**config.mk**
```make
export PLATFORM = sky130hd
export DESIGN_NAME = fifo_ctrl_param_flat
export DESIGN_NICKNAME = d
export VERILOG_FILES = /design/src/rtl/fifo_ctrl_param_pkg.sv /design/src/rtl/fifo_ctrl_param_if.sv /design/src/rtl/fifo_ctrl_param_mem_dp.sv /design/src/rtl/fifo_ctrl_param.sv /design/src/flat_wrapper.sv
export SDC_FILE = /design/constraint.sdc
export NUM_CORES = 1
export LEC_CHECK = 0
export BUFFER_PORTS_ARGS = -buffer_cell sky130_fd_sc_hd__buf_2
export CAP_MARGIN = 20
export CORE_ASPECT_RATIO = 2
export CORE_MARGIN = 2
export CORE_UTILIZATION = 51
export CTS_CLUSTER_SIZE = 10
export DETAILED_ROUTE_END_ITERATION = 16
export HOLD_SLACK_MARGIN = 0.08
export PLACE_DENSITY = 0.7
export SKIP_CTS_REPAIR_TIMING = 1
export SLEW_MARGIN = 20
export SYNTH_ARGS = -nofsm -noshare
export SYNTH_HDL_FRONTEND = slang
export SYNTH_HIERARCHICAL = 1
export SYNTH_SLANG_ARGS = --single-unit
```
**constraint.sdc**
```tcl
create_clock -name clk -period 2.32 [get_ports clk]
set_input_delay 0.348 -clock clk [delete_from_list [all_inputs] [get_ports clk]]
set_output_delay 0.348 -clock clk [all_outputs]
set_load 0.01 [all_outputs]
```
**src/rtl/fifo_ctrl_param_pkg.sv**
```systemverilog
// Shared defaults for the per-lane FIFO controllers.
// Each lane instance takes its widths, depth and almost-full/almost-empty
// thresholds from this package unless it overrides them.
package fifo_ctrl_param_pkg;

  localparam int FIFO_MEM_WIDTH  = 10;
  localparam int FIFO_MEM_DEPTH  = 8;
  localparam int FIFO_ADDR_WIDTH = 3;
  localparam int FIFO_AF_TH      = 6;
  localparam int FIFO_AE_TH      = 2;

endpackage

```
**src/rtl/fifo_ctrl_param_if.sv**
```systemverilog
// Producer/consumer handshake bundle for fifo_ctrl_param.
//   master : drives fifo_wr, Fifo_Data_in, fifo_rd; observes data and status
//   slave  : the FIFO side; drives Fifo_Data_out, fifo_valid, the flags and
//            fifo_count
interface fifo_ctrl_param_if
  import fifo_ctrl_param_pkg::*;
#(
  parameter int MEM_WIDTH  = FIFO_MEM_WIDTH,
  parameter int ADDR_WIDTH = FIFO_ADDR_WIDTH
);

  logic                  fifo_wr;
  logic [MEM_WIDTH-1:0]  Fifo_Data_in;
  logic                  fifo_rd;
  logic [MEM_WIDTH-1:0]  Fifo_Data_out;
  logic                  fifo_valid;
  logic                  fifo_full;
  logic                  fifo_empty;
  logic                  almost_full;
  logic                  almost_empty;
  logic                  fifo_error;
  logic [ADDR_WIDTH:0]   fifo_count;

  modport master (
    output fifo_wr, Fifo_Data_in, fifo_rd,
    input  Fifo_Data_out, fifo_valid, fifo_full, fifo_empty,
           almost_full, almost_empty, fifo_error, fifo_count
  );

  modport slave (
    input  fifo_wr, Fifo_Data_in, fifo_rd,
    output Fifo_Data_out, fifo_valid, fifo_full, fifo_empty,
           almost_full, almost_empty, fifo_error, fifo_count
  );

endinterface

```
**src/rtl/fifo_ctrl_param_mem_dp.sv**
```systemverilog
// Dual-port storage array for fifo_ctrl_param.
//   clk, reset        : clock, synchronous active-high reset (read register only)
//   wr_en/addr/data   : synchronous write port
//   rd_en/addr        : synchronous read port with enable
//   rd_data           : registered read data, holds when rd_en is low
// The array itself is never cleared. A read and a write to the same address
// in one cycle return the old word, which is what lets a full FIFO pop the
// oldest entry while refilling that slot.
module fifo_mem_dp
  import fifo_ctrl_param_pkg::*;
#(
  parameter int WIDTH = FIFO_MEM_WIDTH,
  parameter int DEPTH = FIFO_MEM_DEPTH,
  parameter int AW    = FIFO_ADDR_WIDTH
) (
  input  logic             clk,
  input  logic             reset,
  input  logic             wr_en,
  input  logic [AW-1:0]    wr_addr,
  input  logic [WIDTH-1:0] wr_data,
  input  logic             rd_en,
  input  logic [AW-1:0]    rd_addr,
  output logic [WIDTH-1:0] rd_data
);

  logic [WIDTH-1:0] mem [DEPTH];

  always_ff @(posedge clk) begin
    if (wr_en) mem[wr_addr] <= wr_data;
  end

  always_ff @(posedge clk) begin
    if (reset)      rd_data <= '0;
    else if (rd_en) rd_data <= mem[rd_addr];
  end

endmodule

```
**src/rtl/fifo_ctrl_param.sv**
```systemverilog
// Parametrised synchronous FIFO controller with internal pointers.
//   clk    : single clock
//   reset  : synchronous, active-high; clears pointers, count, output, valid, error
//   bus    : slave side of fifo_ctrl_param_if (write/read requests, read data,
//            fifo_valid, full/empty/almost flags, sticky fifo_error, fifo_count)
// Flags decode the registered count, so they follow an operation by one cycle.
module fifo_ctrl_param
  import fifo_ctrl_param_pkg::*;
#(
  parameter int MEM_WIDTH  = FIFO_MEM_WIDTH,
  parameter int MEM_DEPTH  = FIFO_MEM_DEPTH,
  parameter int ADDR_WIDTH = FIFO_ADDR_WIDTH,
  parameter int AF_TH      = FIFO_AF_TH,
  parameter int AE_TH      = FIFO_AE_TH
) (
  input  logic             clk,
  input  logic             reset,
  fifo_ctrl_param_if.slave bus
);

  localparam logic [ADDR_WIDTH:0] DEPTH_C = (ADDR_WIDTH+1)'(MEM_DEPTH);
  localparam logic [ADDR_WIDTH:0] AF_C    = (ADDR_WIDTH+1)'(AF_TH);
  localparam logic [ADDR_WIDTH:0] AE_C    = (ADDR_WIDTH+1)'(AE_TH);

  logic [ADDR_WIDTH-1:0] wr_ptr, rd_ptr;
  logic [ADDR_WIDTH:0]   count;
  logic                  full, empty;
  logic                  wr_acc, rd_acc;
  logic                  overflow, underflow;
  logic                  valid, error;

  assign full  = (count == DEPTH_C);
  assign empty = (count == '0);

  // A full FIFO still takes a write when a read frees a slot the same cycle;
  // an empty FIFO never bypasses a write straight to the read side.
  assign rd_acc    = bus.fifo_rd & ~empty;
  assign wr_acc    = bus.fifo_wr & (~full | rd_acc);
  assign overflow  = bus.fifo_wr & full & ~rd_acc;
  assign underflow = bus.fifo_rd & empty;

  fifo_mem_dp #(
    .WIDTH (MEM_WIDTH),
    .DEPTH (MEM_DEPTH),
    .AW    (ADDR_WIDTH)
  ) u_mem (
    .clk     (clk),
    .reset   (reset),
    .wr_en   (wr_acc & ~reset),
    .wr_addr (wr_ptr),
    .wr_data (bus.Fifo_Data_in),
    .rd_en   (rd_acc & ~reset),
    .rd_addr (rd_ptr),
    .rd_data (bus.Fifo_Data_out)
  );

  always_ff @(posedge clk) begin
    if (reset) begin
      wr_ptr <= '0;
      rd_ptr <= '0;
      count  <= '0;
      valid  <= 1'b0;
      error  <= 1'b0;
    end else begin
      if (wr_acc) wr_ptr <= wr_ptr + ADDR_WIDTH'(1);
      if (rd_acc) rd_ptr <= rd_ptr + ADDR_WIDTH'(1);
      case ({wr_acc, rd_acc})
        2'b10:   count <= count + (ADDR_WIDTH+1)'(1);
        2'b01:   count <= count - (ADDR_WIDTH+1)'(1);
        default: count <= count;
      endcase
      valid <= rd_acc;
      if (overflow | underflow) error <= 1'b1;
    end
  end

  assign bus.fifo_valid   = valid;
  assign bus.fifo_error   = error;
  assign bus.fifo_count   = count;
  assign bus.fifo_full    = full;
  assign bus.fifo_empty   = empty;
  assign bus.almost_full  = (count >= AF_C);
  assign bus.almost_empty = (count <= AE_C);

endmodule

```
**src/flat_wrapper.sv**
```systemverilog
// flat-port wrapper written by rule: the top's interface ports become plain ports
module fifo_ctrl_param_flat import fifo_ctrl_param_pkg::*;
#(
  parameter int MEM_WIDTH  = FIFO_MEM_WIDTH,
  parameter int MEM_DEPTH  = FIFO_MEM_DEPTH,
  parameter int ADDR_WIDTH = FIFO_ADDR_WIDTH,
  parameter int AF_TH      = FIFO_AF_TH,
  parameter int AE_TH      = FIFO_AE_TH
)
  (clk, reset, bus_fifo_wr, bus_Fifo_Data_in, bus_fifo_rd, bus_Fifo_Data_out, bus_fifo_valid, bus_fifo_full, bus_fifo_empty, bus_almost_full, bus_almost_empty, bus_fifo_error, bus_fifo_count);
  fifo_ctrl_param_if #(.MEM_WIDTH(MEM_WIDTH), .ADDR_WIDTH(ADDR_WIDTH)) bus_i ();
  input  logic clk;
  input  logic reset;
  input wire logic [$bits(bus_i.fifo_wr)-1:0] bus_fifo_wr;
  input wire logic [$bits(bus_i.Fifo_Data_in)-1:0] bus_Fifo_Data_in;
  input wire logic [$bits(bus_i.fifo_rd)-1:0] bus_fifo_rd;
  output wire logic [$bits(bus_i.Fifo_Data_out)-1:0] bus_Fifo_Data_out;
  output wire logic [$bits(bus_i.fifo_valid)-1:0] bus_fifo_valid;
  output wire logic [$bits(bus_i.fifo_full)-1:0] bus_fifo_full;
  output wire logic [$bits(bus_i.fifo_empty)-1:0] bus_fifo_empty;
  output wire logic [$bits(bus_i.almost_full)-1:0] bus_almost_full;
  output wire logic [$bits(bus_i.almost_empty)-1:0] bus_almost_empty;
  output wire logic [$bits(bus_i.fifo_error)-1:0] bus_fifo_error;
  output wire logic [$bits(bus_i.fifo_count)-1:0] bus_fifo_count;
  assign bus_i.fifo_wr = bus_fifo_wr;
  assign bus_i.Fifo_Data_in = bus_Fifo_Data_in;
  assign bus_i.fifo_rd = bus_fifo_rd;
  assign bus_Fifo_Data_out = bus_i.Fifo_Data_out;
  assign bus_fifo_valid = bus_i.fifo_valid;
  assign bus_fifo_full = bus_i.fifo_full;
  assign bus_fifo_empty = bus_i.fifo_empty;
  assign bus_almost_full = bus_i.almost_full;
  assign bus_almost_empty = bus_i.almost_empty;
  assign bus_fifo_error = bus_i.fifo_error;
  assign bus_fifo_count = bus_i.fifo_count;
  fifo_ctrl_param #(.MEM_WIDTH(MEM_WIDTH), .MEM_DEPTH(MEM_DEPTH), .ADDR_WIDTH(ADDR_WIDTH), .AF_TH(AF_TH), .AE_TH(AE_TH)) u_core (.clk(clk), .reset(reset), .bus(bus_i));
endmodule
```
Yosys cells after proc, flatten, opt, wreduce, memory -nomap -nowiden
Memories as Yosys holds them, arrays and structs flattened. A register that Yosys moved wholly into a read port is not among the register bits.
Index checks and enable logic that the tools add are counted.
Widths: inputs -> output; s select.
{ "totals": {"ramBits": 80, "romBits": 0, "regBits": 12, "input_bits": 14, "mem_count": 1, "latchBits": 0, "wordCells": 33, "out_inout_bits": 20} }
{ "classes": {"n_mux": 3, "n_eq_ne": 3, "n_reduce_logical": 2, "n_addsub": 4, "shifts": 0, "mul": 0, "bitwise": 13, "order_cmp": 2, "n_div": 0} }
{ "memory_table": {"columns": ["name", "words", "width", "rd", "rd_clocked_by_memory_dff", "write_ports", "line", "text"], "rows": [
  ["u_core.u_mem.mem", 8, 10, 1, 1, 1, "fifo_ctrl_param_mem_dp.sv:26", "logic [WIDTH-1:0] mem [DEPTH];"]
]} }
{ "op_table": {"columns": ["cell", "n"], "rows": [
  ["$pmux 4 s2", 1],
  ["$and 1x1->1", 7],
  ["$add 3x1->3 const B", 2],
  ["$add 4x1->4 const B", 1],
  ["$eq 4x4->1 const B", 1],
  ["$ge 4x3->1 const B", 1],
  ["$le 4x2->1 const B", 1],
  ["$logic_not 4->1", 1],
  ["$not 1->1", 4],
  ["$sub 4x1->4 const B", 1],
  ["$eq 2x1->1 const B", 1],
  ["$eq 2x2->1 const B", 1],
  ["$mux 1", 2],
  ["$or 1x1->1", 2],
  ["$reduce_bool 2->1", 1]
]} }

Longest topological paths before layout
Gate-level depths: netlist of run 1.
{ "logic_depth": {"depth_word": 8, "ltp_mapped": 9, "ltp_nobuf": 8} }

Modules after synthesis
Netlist of run 1, hierarchy kept.
{ "modules_own_cells": {"columns": ["mod", "seq_area_each_um2", "cells_per_inst", "instances", "area_each_um2"], "rows": [
  ["fifo_mem_dp", 2602.5, 196, 1, 3504.6],
  ["fifo_ctrl_param", 240.2, 84, 1, 765.7]
]} }

Least setup slack after synthesis of run 1
No wires, ideal clock.
{ "synth_timing": {"path_type": "register -> register", "start": "reg u_core.count[2], in the netlist u_core/bus.fifo_count[2]", "end": "mem u_core/u_mem/mem[0][0] (netlist bit), enable pin", "path_slack_ns": 0.178, "stages_incl_launch_ff": 7, "setup_ns": 0.390, "arrival_time_ns": 1.752, "period_less_slack_ns": 2.142, "n_path_buf": 1, "t_required_ns": 1.930, "path_cell_list": "dfxtp_1 buf_2 or4b_4 o21ai_4 nor2_1 nand2b_1 nor3_1"} }
{ "synth_via": {"elab_chain_cells": 8, "word_cells_on_any_way": 10, "classes_between": "eq/ne: 1; mux: 2; bitwise: 6; reduce/logical: 1"} }
{ "synth_lines": {"columns": ["element", "line", "text"], "rows": [
  ["start: declaration", "fifo_ctrl_param.sv:26", "logic [ADDR_WIDTH:0] count;"],
  ["start signal: assignment", "fifo_ctrl_param.sv:68", "2'b10: count <= count + (ADDR_WIDTH+1)'(1);"],
  ["start signal: assignment", "fifo_ctrl_param.sv:69", "2'b01: count <= count - (ADDR_WIDTH+1)'(1);"],
  ["start signal: assignment", "fifo_ctrl_param.sv:70", "default: count <= count;"],
  ["$logic_not 4->1", "fifo_ctrl_param.sv:33", "assign empty = (count == '0);"],
  ["$not 1->1", "fifo_ctrl_param.sv:37", "assign rd_acc = bus.fifo_rd & ~empty;"],
  ["$and 1x1->1", "fifo_ctrl_param.sv:37", null],
  ["$or 1x1->1 *", "fifo_ctrl_param.sv:38", "assign wr_acc = bus.fifo_wr & (~full | rd_acc);"],
  ["$and 1x1->1 *", "fifo_ctrl_param.sv:38", null],
  ["$and 1x1->1 *", "fifo_ctrl_param.sv:49", ".wr_en (wr_acc & ~reset),"],
  ["$mux 1 *", "fifo_ctrl_param_mem_dp.sv:29", "if (wr_en) mem[wr_addr] <= wr_data;"],
  ["$mux 1 (not written as such) *", "fifo_ctrl_param_mem_dp.sv:29", null],
  ["end: declaration", "fifo_ctrl_param_mem_dp.sv:26", null]
]} }
Mark *: on every way between the ends. The rest lies on a longest branch, timed or not.

Worst setup path after layout of run 1
{ "layout_timing": {"start": "reg u_core.count[3], in the netlist u_core/bus.fifo_count[3]", "end": "mem u_core/u_mem/mem[2][0] (netlist bit), enable pin"} }
Same word-level chain as after synthesis.

==> results of run 1 <==
[worst max-delay path, cell delays in order (launching register included)]
cell	delay (ps)
sky130_fd_sc_hd__dfxtp_1	350
sky130_fd_sc_hd__or4b_4	230
sky130_fd_sc_hd__o21ai_4	50
sky130_fd_sc_hd__nor2_1	120
sky130_fd_sc_hd__buf_4	130
sky130_fd_sc_hd__nand2b_1	110
sky130_fd_sc_hd__nor2_1	830
[sequential cells by signal (all words and copies together) (netlist names)]
name	flops
u_core/bus.fifo_count	4
u_core/bus.fifo_error	1
u_core/bus.fifo_valid	1
u_core/rd_ptr	3
u_core/u_mem/mem	80
u_core/u_mem/rd_data	10
u_core/wr_ptr	3
[cell usage after synthesis (2+ instances only)]
cell / count
sky130_fd_sc_hd__nor2_1: 29
sky130_fd_sc_hd__xor2_1: 5
sky130_fd_sc_hd__nand2_1: 6
sky130_fd_sc_hd__nand3_1: 4
sky130_fd_sc_hd__o22ai_1: 9
sky130_fd_sc_hd__a221o_1: 9
sky130_fd_sc_hd__clkbuf_1: 3
sky130_fd_sc_hd__ha_1: 3
sky130_fd_sc_hd__or3_1: 2
sky130_fd_sc_hd__dfxtp_1: 22
sky130_fd_sc_hd__a211oi_2: 12
sky130_fd_sc_hd__buf_6: 6
sky130_fd_sc_hd__a21oi_1: 4
sky130_fd_sc_hd__mux2i_1: 22
sky130_fd_sc_hd__nor2b_1: 2
sky130_fd_sc_hd__nand2b_1: 4
sky130_fd_sc_hd__o21ai_0: 2
sky130_fd_sc_hd__buf_1: 3
sky130_fd_sc_hd__mux2_2: 20
sky130_fd_sc_hd__nor3_1: 5
sky130_fd_sc_hd__inv_1: 3
sky130_fd_sc_hd__buf_2: 2
sky130_fd_sc_hd__edfxtp_1: 80
[cell usage in the layout, fill, tap and decap left out, types with 2 or more instances in the layout]
cell type	netlist	routed
sky130_fd_sc_hd__a211oi_2	12	12
sky130_fd_sc_hd__a21oi_1	4	4
sky130_fd_sc_hd__a221o_1	9	9
sky130_fd_sc_hd__buf_2	2	33
sky130_fd_sc_hd__buf_4	1	19
sky130_fd_sc_hd__bufinv_16	0	2
sky130_fd_sc_hd__clkbuf_16	0	9
sky130_fd_sc_hd__clkinv_2	0	2
sky130_fd_sc_hd__clkinv_4	1	2
sky130_fd_sc_hd__dfxtp_1	22	21
sky130_fd_sc_hd__edfxtp_1	80	80
sky130_fd_sc_hd__ha_1	3	3
sky130_fd_sc_hd__inv_1	3	3
sky130_fd_sc_hd__mux2_2	20	20
sky130_fd_sc_hd__mux2i_1	22	22
sky130_fd_sc_hd__nand2_1	6	6
sky130_fd_sc_hd__nand2b_1	4	4
sky130_fd_sc_hd__nand3_1	4	4
sky130_fd_sc_hd__nor2_1	29	27
sky130_fd_sc_hd__nor2_2	1	2
sky130_fd_sc_hd__nor2b_1	2	2
sky130_fd_sc_hd__nor3_1	5	5
sky130_fd_sc_hd__o21ai_0	2	2
sky130_fd_sc_hd__o22ai_1	9	9
sky130_fd_sc_hd__or3_1	2	2
sky130_fd_sc_hd__xor2_1	5	5
[metal layers]
layer,up-vias,GRT usage [%],routed length (µm)
li1,1164,-,-
met1,1229,22.1,3140
met2,65,35.5,4620
met3,17,4.56,308
met4,0,9.48,234
met5,-,0,0
[area by class of cell]
cell class	count	area, µm²
Clock buffer	10	229
Clock inverter	6	86.3
Fill cell	650	3330
Inverter	4	20.0
Multi-Input combinational cell	157	1270
Sequential cell	102	2840
Tap cell	98	123
Timing Repair Buffer	53	328
[cell families after synthesis]
logic type | share of synthesized area, %
buffers and inverters | 3.81
XOR/XNOR | 1.03
flip-flops | 66.6
adder cells (fa/ha/maj) | 0.879
AO/OA/AOI/OAI | 9.87
AND/OR/NAND/NOR | 7.06
multiplexers | 10.8
[path summary, 6_finish.rpt]
kind | endpoint | cells past startpoint | slack, ps | from
setup / recovery | u_core/u_mem/mem[2][0]$_DFFE_PP_ | 6 | 130 | u_core/bus.fifo_count[3]$_SDFFE_PP0P_
setup reg to reg | u_core/u_mem/mem[2][0]$_DFFE_PP_ | 6 | 130 | u_core/bus.fifo_count[3]$_SDFFE_PP0P_
hold / removal | u_core/u_mem/mem[1][2]$_DFFE_PP_ | 1 | 280 | bus_Fifo_Data_in[2]
hold reg to reg | u_core/bus.fifo_error$_SDFFE_PP0P_ | 2 | 480 | u_core/bus.fifo_error$_SDFFE_PP0P_
[report_power, final]
group | internal [µW] | switching, µW | leakage (µW)
combinational | 354 | 406 | 0.000672
sequential | 2040 | 52.3 | 0.000903
clock | 942 | 611 | 0.000152
[per-stage QoR]
stage / instance area [µm²] / power (µW) / worst slack, ps / util [%] / instances
after detailed placement: 4580 / 2890 / 133 / 55.7 / 414
after global routing: 4900 / 4590 / 5.38 / 59.6 / 430
after floorplan: 4270 / 2720 / 178 / - / 280
after CTS: 4900 / 4430 / 117 / 59.5 / 430
final: 4900 / 4400 / 128 / 59.6 / 430
after global placement: 4580 / 2870 / 161 / 55.7 / 414
==> metrics.log, run 1 <==
INFO  metric synth.top_cell.area_share = 56.3%
INFO  metric cts.reportedPaths.clkPinSlew = 70 ps
INFO  metric port_buffers = 33
INFO  metric criticalPathCategory = register to register
INFO  metric grt_usage = 20.3%
INFO  metric worst_ep_arrival_time = 2150 ps
INFO  metric numCtsBuffers = 9
INFO  metric antenna_violations_before_repair = 0
INFO  metric min_period_over_period = 94.5%
INFO  metric tritoncts_num_sinks = 102
INFO  metric num_io_pins = 34
INFO  metric post_synth_inst_count = 280
INFO  metric grt_pass1_vias = 2588
INFO  metric synth-seq-area-share = 66.6%
INFO  metric synthesis_warning_total = 6
INFO  metric syn_area_per_cell = 15.3 µm²
INFO  metric cp_endpoint_kind = register
INFO  metric hold_path.class = primary input to register
INFO  metric fp-row-count = 47
INFO  metric clock_insertion_delay_worst_skew = 340 ps
INFO  metric synthArstFlopShare = 0%
INFO  metric worstPathMaxFanout = 10
INFO  metric floorplan.initialDensity = 51.9%
INFO  metric synth_enable_flop_cells = 80
INFO  metric vdd_ir_drop_max = 611 µV
INFO  metric power_density = 898 mW/mm²
INFO  metric finalNetCount = 344
INFO  metric antennaDiodeCount = 0
INFO  metric max_cap_violations = 0
INFO  metric reported_leakage_power = 0.00173 µW
INFO  metric critPathRequiredTime = 2280 ps
INFO  metric synth_ff_type = sky130_fd_sc_hd__edfxtp_1
INFO  metric mappedNetlistArea = 0.00427 mm²
INFO  metric slew-limit-headroom = 30.0%
INFO  metric hold_violations = 0
INFO  metric cts_tree = built
INFO  metric tightestPinTransition = 1050 ps
INFO  metric clock-root-buffer = sky130_fd_sc_hd__clkbuf_16
INFO  metric setup_viol = 0
INFO  metric worst_clock_skew = 9.94 ps
INFO  metric clk_path_buf_depth = 2
INFO  metric synth_fp_nets = 297
INFO  metric synth_largest_area_cell = sky130_fd_sc_hd__edfxtp_1
INFO  metric dp_hpwl = 5620 µm
INFO  metric htree_num_levels = 3
INFO  metric synth_cell_types = 46
INFO  metric place_congestion = 0.770
INFO  metric dieArea = 0.00917 mm²
INFO  metric finalWorstPathRequiredPeriod = 2190 ps
INFO  metric drc = 0
INFO  metric drt-vias-per-instance = 5.76
INFO  metric grt_first_pass_wirelength = 13100 µm
INFO  metric drt_first_iter_violations = 136
INFO  metric route.vias.total = 2475
INFO  metric area_growth = 14.9%
INFO  metric detail-route-antenna-nets = 0
INFO  metric core_region_area = 0.00823 mm²
INFO  metric rsz_0062_raised_after_global_routing = false
INFO  metric final-max-slew-violation-count = 0
INFO  metric run_status = completed
INFO  metric setup_tns = 0 ps
INFO  metric globalRoute.totalOverflow = 0
INFO  metric routedWlPerCell = 19.3 µm
INFO  metric hold-worst-slack = 276 ps
INFO  metric crit_path_start_kind = register
INFO  metric total_routed_wirelength = 8300 µm
INFO  metric yosys_register_bits = 102
INFO  metric drt_pre_antenna_iters = 4
INFO  metric clock.fmax = 456 MHz
INFO  metric ys_top_cells_by_area = sky130_fd_sc_hd__edfxtp_1 56%, sky130_fd_sc_hd__dfxtp_1 10%, sky130_fd_sc_hd__mux2_2 5.3%, sky130_fd_sc_hd__mux2i_1 5.2%, sky130_fd_sc_hd__a211oi_2 3.5%
INFO  metric post_route_cells_drive_above_1_share = 34.6%
INFO  metric largest_net_degree_at_the_start_of_global_routing = 36
INFO  metric height_of_the_die = 133 µm
INFO  metric dieWidth = 68.7 µm
Note: power is estimated with default switching activity, not from simulation.
==> run 2: changes to the inputs <==
--- a/config.mk
+++ b/config.mk
@@ -13,7 +13,7 @@
 export CTS_CLUSTER_SIZE = 10
 export DETAILED_ROUTE_END_ITERATION = 16
 export HOLD_SLACK_MARGIN = 0.08
-export PLACE_DENSITY = 0.7
+export PLACE_DENSITY = 0.72
 export SKIP_CTS_REPAIR_TIMING = 1
 export SLEW_MARGIN = 20
 export SYNTH_ARGS = -nofsm -noshare
==> constraint.sdc (replaced) <==
create_clock -name clk -period 2 [get_ports clk]
set_input_delay 0.3 -clock clk [delete_from_list [all_inputs] [get_ports clk]]
set_output_delay 0.3 -clock clk [all_outputs]
set_load 0.01 [all_outputs]
==> run 2 against run 1 <==
The flow now finishes with violations (setup timing). Global-route usage rose by 0.96 points. Combinational power rose by 18%. Total power rose by 17%. Setup slack got worse by 150 ps. Largest power group unchanged. Die area did not move. Clock power rose by 18%. Non-clock buffer count fell by 6.
==> metrics.log, run 2 (same netlist as run 1, synthesis figures left out) <==
INFO  metric regToRegSetupSlack = -30 ps
INFO  metric grt_pass1_vias = 2471
INFO  metric worst_clock_skew = 9.30 ps
INFO  metric largest_net_degree_at_the_start_of_global_routing = 32
INFO  metric clk_path_buf_depth = 2
INFO  metric startpoint_of_the_worst_register_to_register_path = u_core/bus.fifo_count[3]$_SDFFE_PP0P_
INFO  metric tightestPinTransition = 972 ps
INFO  metric fillCellCount = 654
INFO  metric final-max-slew-violation-count = 0
INFO  metric timing.hold.worst_path_depth = 1
INFO  metric reported_leakage_power = 0.00170 µW
INFO  metric worst_slack = -26.4 ps
INFO  metric multi_input_comb_area = 0.00128 mm²
INFO  metric globalRoute.totalOverflow = 0
INFO  metric slew-limit-headroom = 35.0%
INFO  metric finalNetCount = 338
INFO  metric finalWorstPathRequiredPeriod = 2030 ps
INFO  metric htree_num_levels = 3
INFO  metric antenna_violations_before_repair = 0
INFO  metric core_region_area = 0.00823 mm²
INFO  metric route.vias.total = 2450
INFO  metric grt_first_pass_wirelength = 13600 µm
INFO  metric floorplan.initialDensity = 51.9%
INFO  metric max_cap_violations = 0
INFO  metric place_congestion = 0.781
INFO  metric final_common_cell = sky130_fd_sc_hd__edfxtp_1
INFO  metric run_status = finished with violations
INFO  metric clock.fmax = 493 MHz
INFO  metric placed_cells = 409
INFO  metric crit_path_leading_delay_family = simple AND/OR/NAND/NOR gates
INFO  metric min_period_over_period = 101%
INFO  metric detail-route-antenna-nets = 0
INFO  metric drt-vias-per-instance = 5.78
INFO  metric hold_path.class = primary input to register
INFO  metric vdd_ir_drop_max = 580 µV
INFO  metric cts.reportedPaths.clkPinSlew = 70 ps
INFO  metric reg2regPathDepth = 5
INFO  metric drc = 0
INFO  metric cp_endpoint_kind = register
INFO  metric crit_path_start_kind = register
INFO  metric worst_r2r_endpoint = u_core/u_mem/mem[2][1]$_DFFE_PP_
INFO  metric critPathRequiredTime = 1960 ps
INFO  metric final_cell_mix = 80 x sky130_fd_sc_hd__edfxtp_1, 33 x sky130_fd_sc_hd__buf_2, 28 x sky130_fd_sc_hd__nor2_1
INFO  metric rsz_0062_raised_after_global_routing = true
INFO  metric grt_usage = 21.2%
INFO  metric drt_pre_antenna_iters = 4
INFO  metric crit_chain = or4b_4, o21ai_4, nor2_1, nand2b_1, nor2_1
INFO  metric area_growth = 14.0%
INFO  metric cpMostUsedCell = sky130_fd_sc_hd__nor2_1
INFO  metric tritoncts_num_sinks = 102
INFO  metric total_power = 5140 µW
INFO  metric antennaDiodeCount = 0
INFO  metric setup_viol = 40
INFO  metric routedWlPerCell = 20.7 µm
INFO  metric clock_insertion_delay_worst_skew = 340 ps
INFO  metric cts_tree = built
INFO  metric hold_violations = 0
INFO  metric worst_ep_arrival_time = 1990 ps
INFO  metric post_route_cells_drive_above_1_share = 33.7%
INFO  metric crit_slowest_cell = sky130_fd_sc_hd__nor2_1
INFO  metric regMostFlops = u_core/u_mem/mem
INFO  metric total_routed_wirelength = 8780 µm
INFO  metric drt_first_iter_violations = 229
INFO  metric height_of_the_die = 133 µm
INFO  metric num_io_pins = 34
INFO  metric worst_min_path_start = bus_Fifo_Data_in[4]
INFO  metric utilization_after_layout = 59.1%
INFO  metric failing_checks = setup timing
INFO  metric clock-root-buffer = sky130_fd_sc_hd__clkbuf_16
INFO  metric setup_tns = -537 ps
INFO  metric largest_reg_flops = 80
INFO  metric power_density = 1060 mW/mm²
INFO  metric layoutNonFillerInstCount = 424
INFO  metric fp-row-count = 47
INFO  metric port_buffers = 33
INFO  metric dp_hpwl = 6040 µm
INFO  metric dieWidth = 68.7 µm
INFO  metric dieArea = 0.00917 mm²
INFO  metric ff_latch_area = 0.00284 mm²
INFO  metric timing.critical_path.buf_inv = 0
INFO  metric criticalPathCategory = register to register
INFO  metric numCtsBuffers = 9
INFO  metric worstPathMaxFanout = 10
INFO  metric min_delay_worst_endpoint = u_core/u_mem/mem[2][4]$_DFFE_PP_
INFO  metric worst_path_largest_cell_delay = 770 ps
==> run 2: layer usage <==
metal	track usage (%)	vias to the layer above	wire [µm]
li1	-	1155	-
met1	23.4	1209	3300
met2	35.3	64	4780
met3	4.05	22	243
met4	14.3	0	455
met5	0	-	0
==> run 2: cell type report <==
class	instances	share of cell area (%)
Timing Repair Buffer	47	5.81
Sequential cell	102	58.4
Tap cell	98	2.52
Multi-Input combinational cell	157	26.3
Clock inverter	6	1.77
Inverter	4	0.411
Clock buffer	10	4.70
==> run 2: report_power, final <==
part	internal (µW)	leakage, µW	switching, µW	total [µW]
registers	2370	0.000903	51.3	2420
logic	409	0.000648	489	898
clock network	1100	0.000153	732	1830
total	3870	0.00170	1270	5140
==> run 2: worst max-delay path by stage <==
| stage | start | to | slack (ps) | cells past startpoint |
|---|---|---|---|---|
| floorplan | u_core/bus.fifo_count[0]$_SDFFE_PP0P_ | u_core/u_mem/mem[1][0]$_DFFE_PP_ | 120 | 6 |
| global placement | u_core/bus.fifo_count[3]$_SDFFE_PP0P_ | u_core/u_mem/mem[1][9]$_DFFE_PP_ | -10 | 5 |
| detailed placement | u_core/bus.fifo_count[3]$_SDFFE_PP0P_ | u_core/u_mem/mem[6][2]$_DFFE_PP_ | -50 | 5 |
| CTS | u_core/bus.fifo_count[2]$_SDFFE_PP0P_ | u_core/u_mem/rd_data[4]$_SDFFE_PP0P_ | -90 | 6 |
| global route | u_core/bus.fifo_count[3]$_SDFFE_PP0P_ | u_core/u_mem/mem[2][1]$_DFFE_PP_ | -150 | 5 |
| finish | u_core/bus.fifo_count[3]$_SDFFE_PP0P_ | u_core/u_mem/mem[2][1]$_DFFE_PP_ | -30 | 5 |
==> run 2: per-stage QoR <==
| stage | area, µm² | setup WS, ps | hold WS [ps] |
|---|---|---|---|
| floorplan | 4280 | 122 | 365 |
| global placement | 4550 | -14.3 | 458 |
| detailed placement | 4550 | -49.0 | 465 |
| CTS | 4870 | -89.5 | 256 |
| global route | 4870 | -154 | 264 |
| finish | 4870 | -26.4 | 263 |
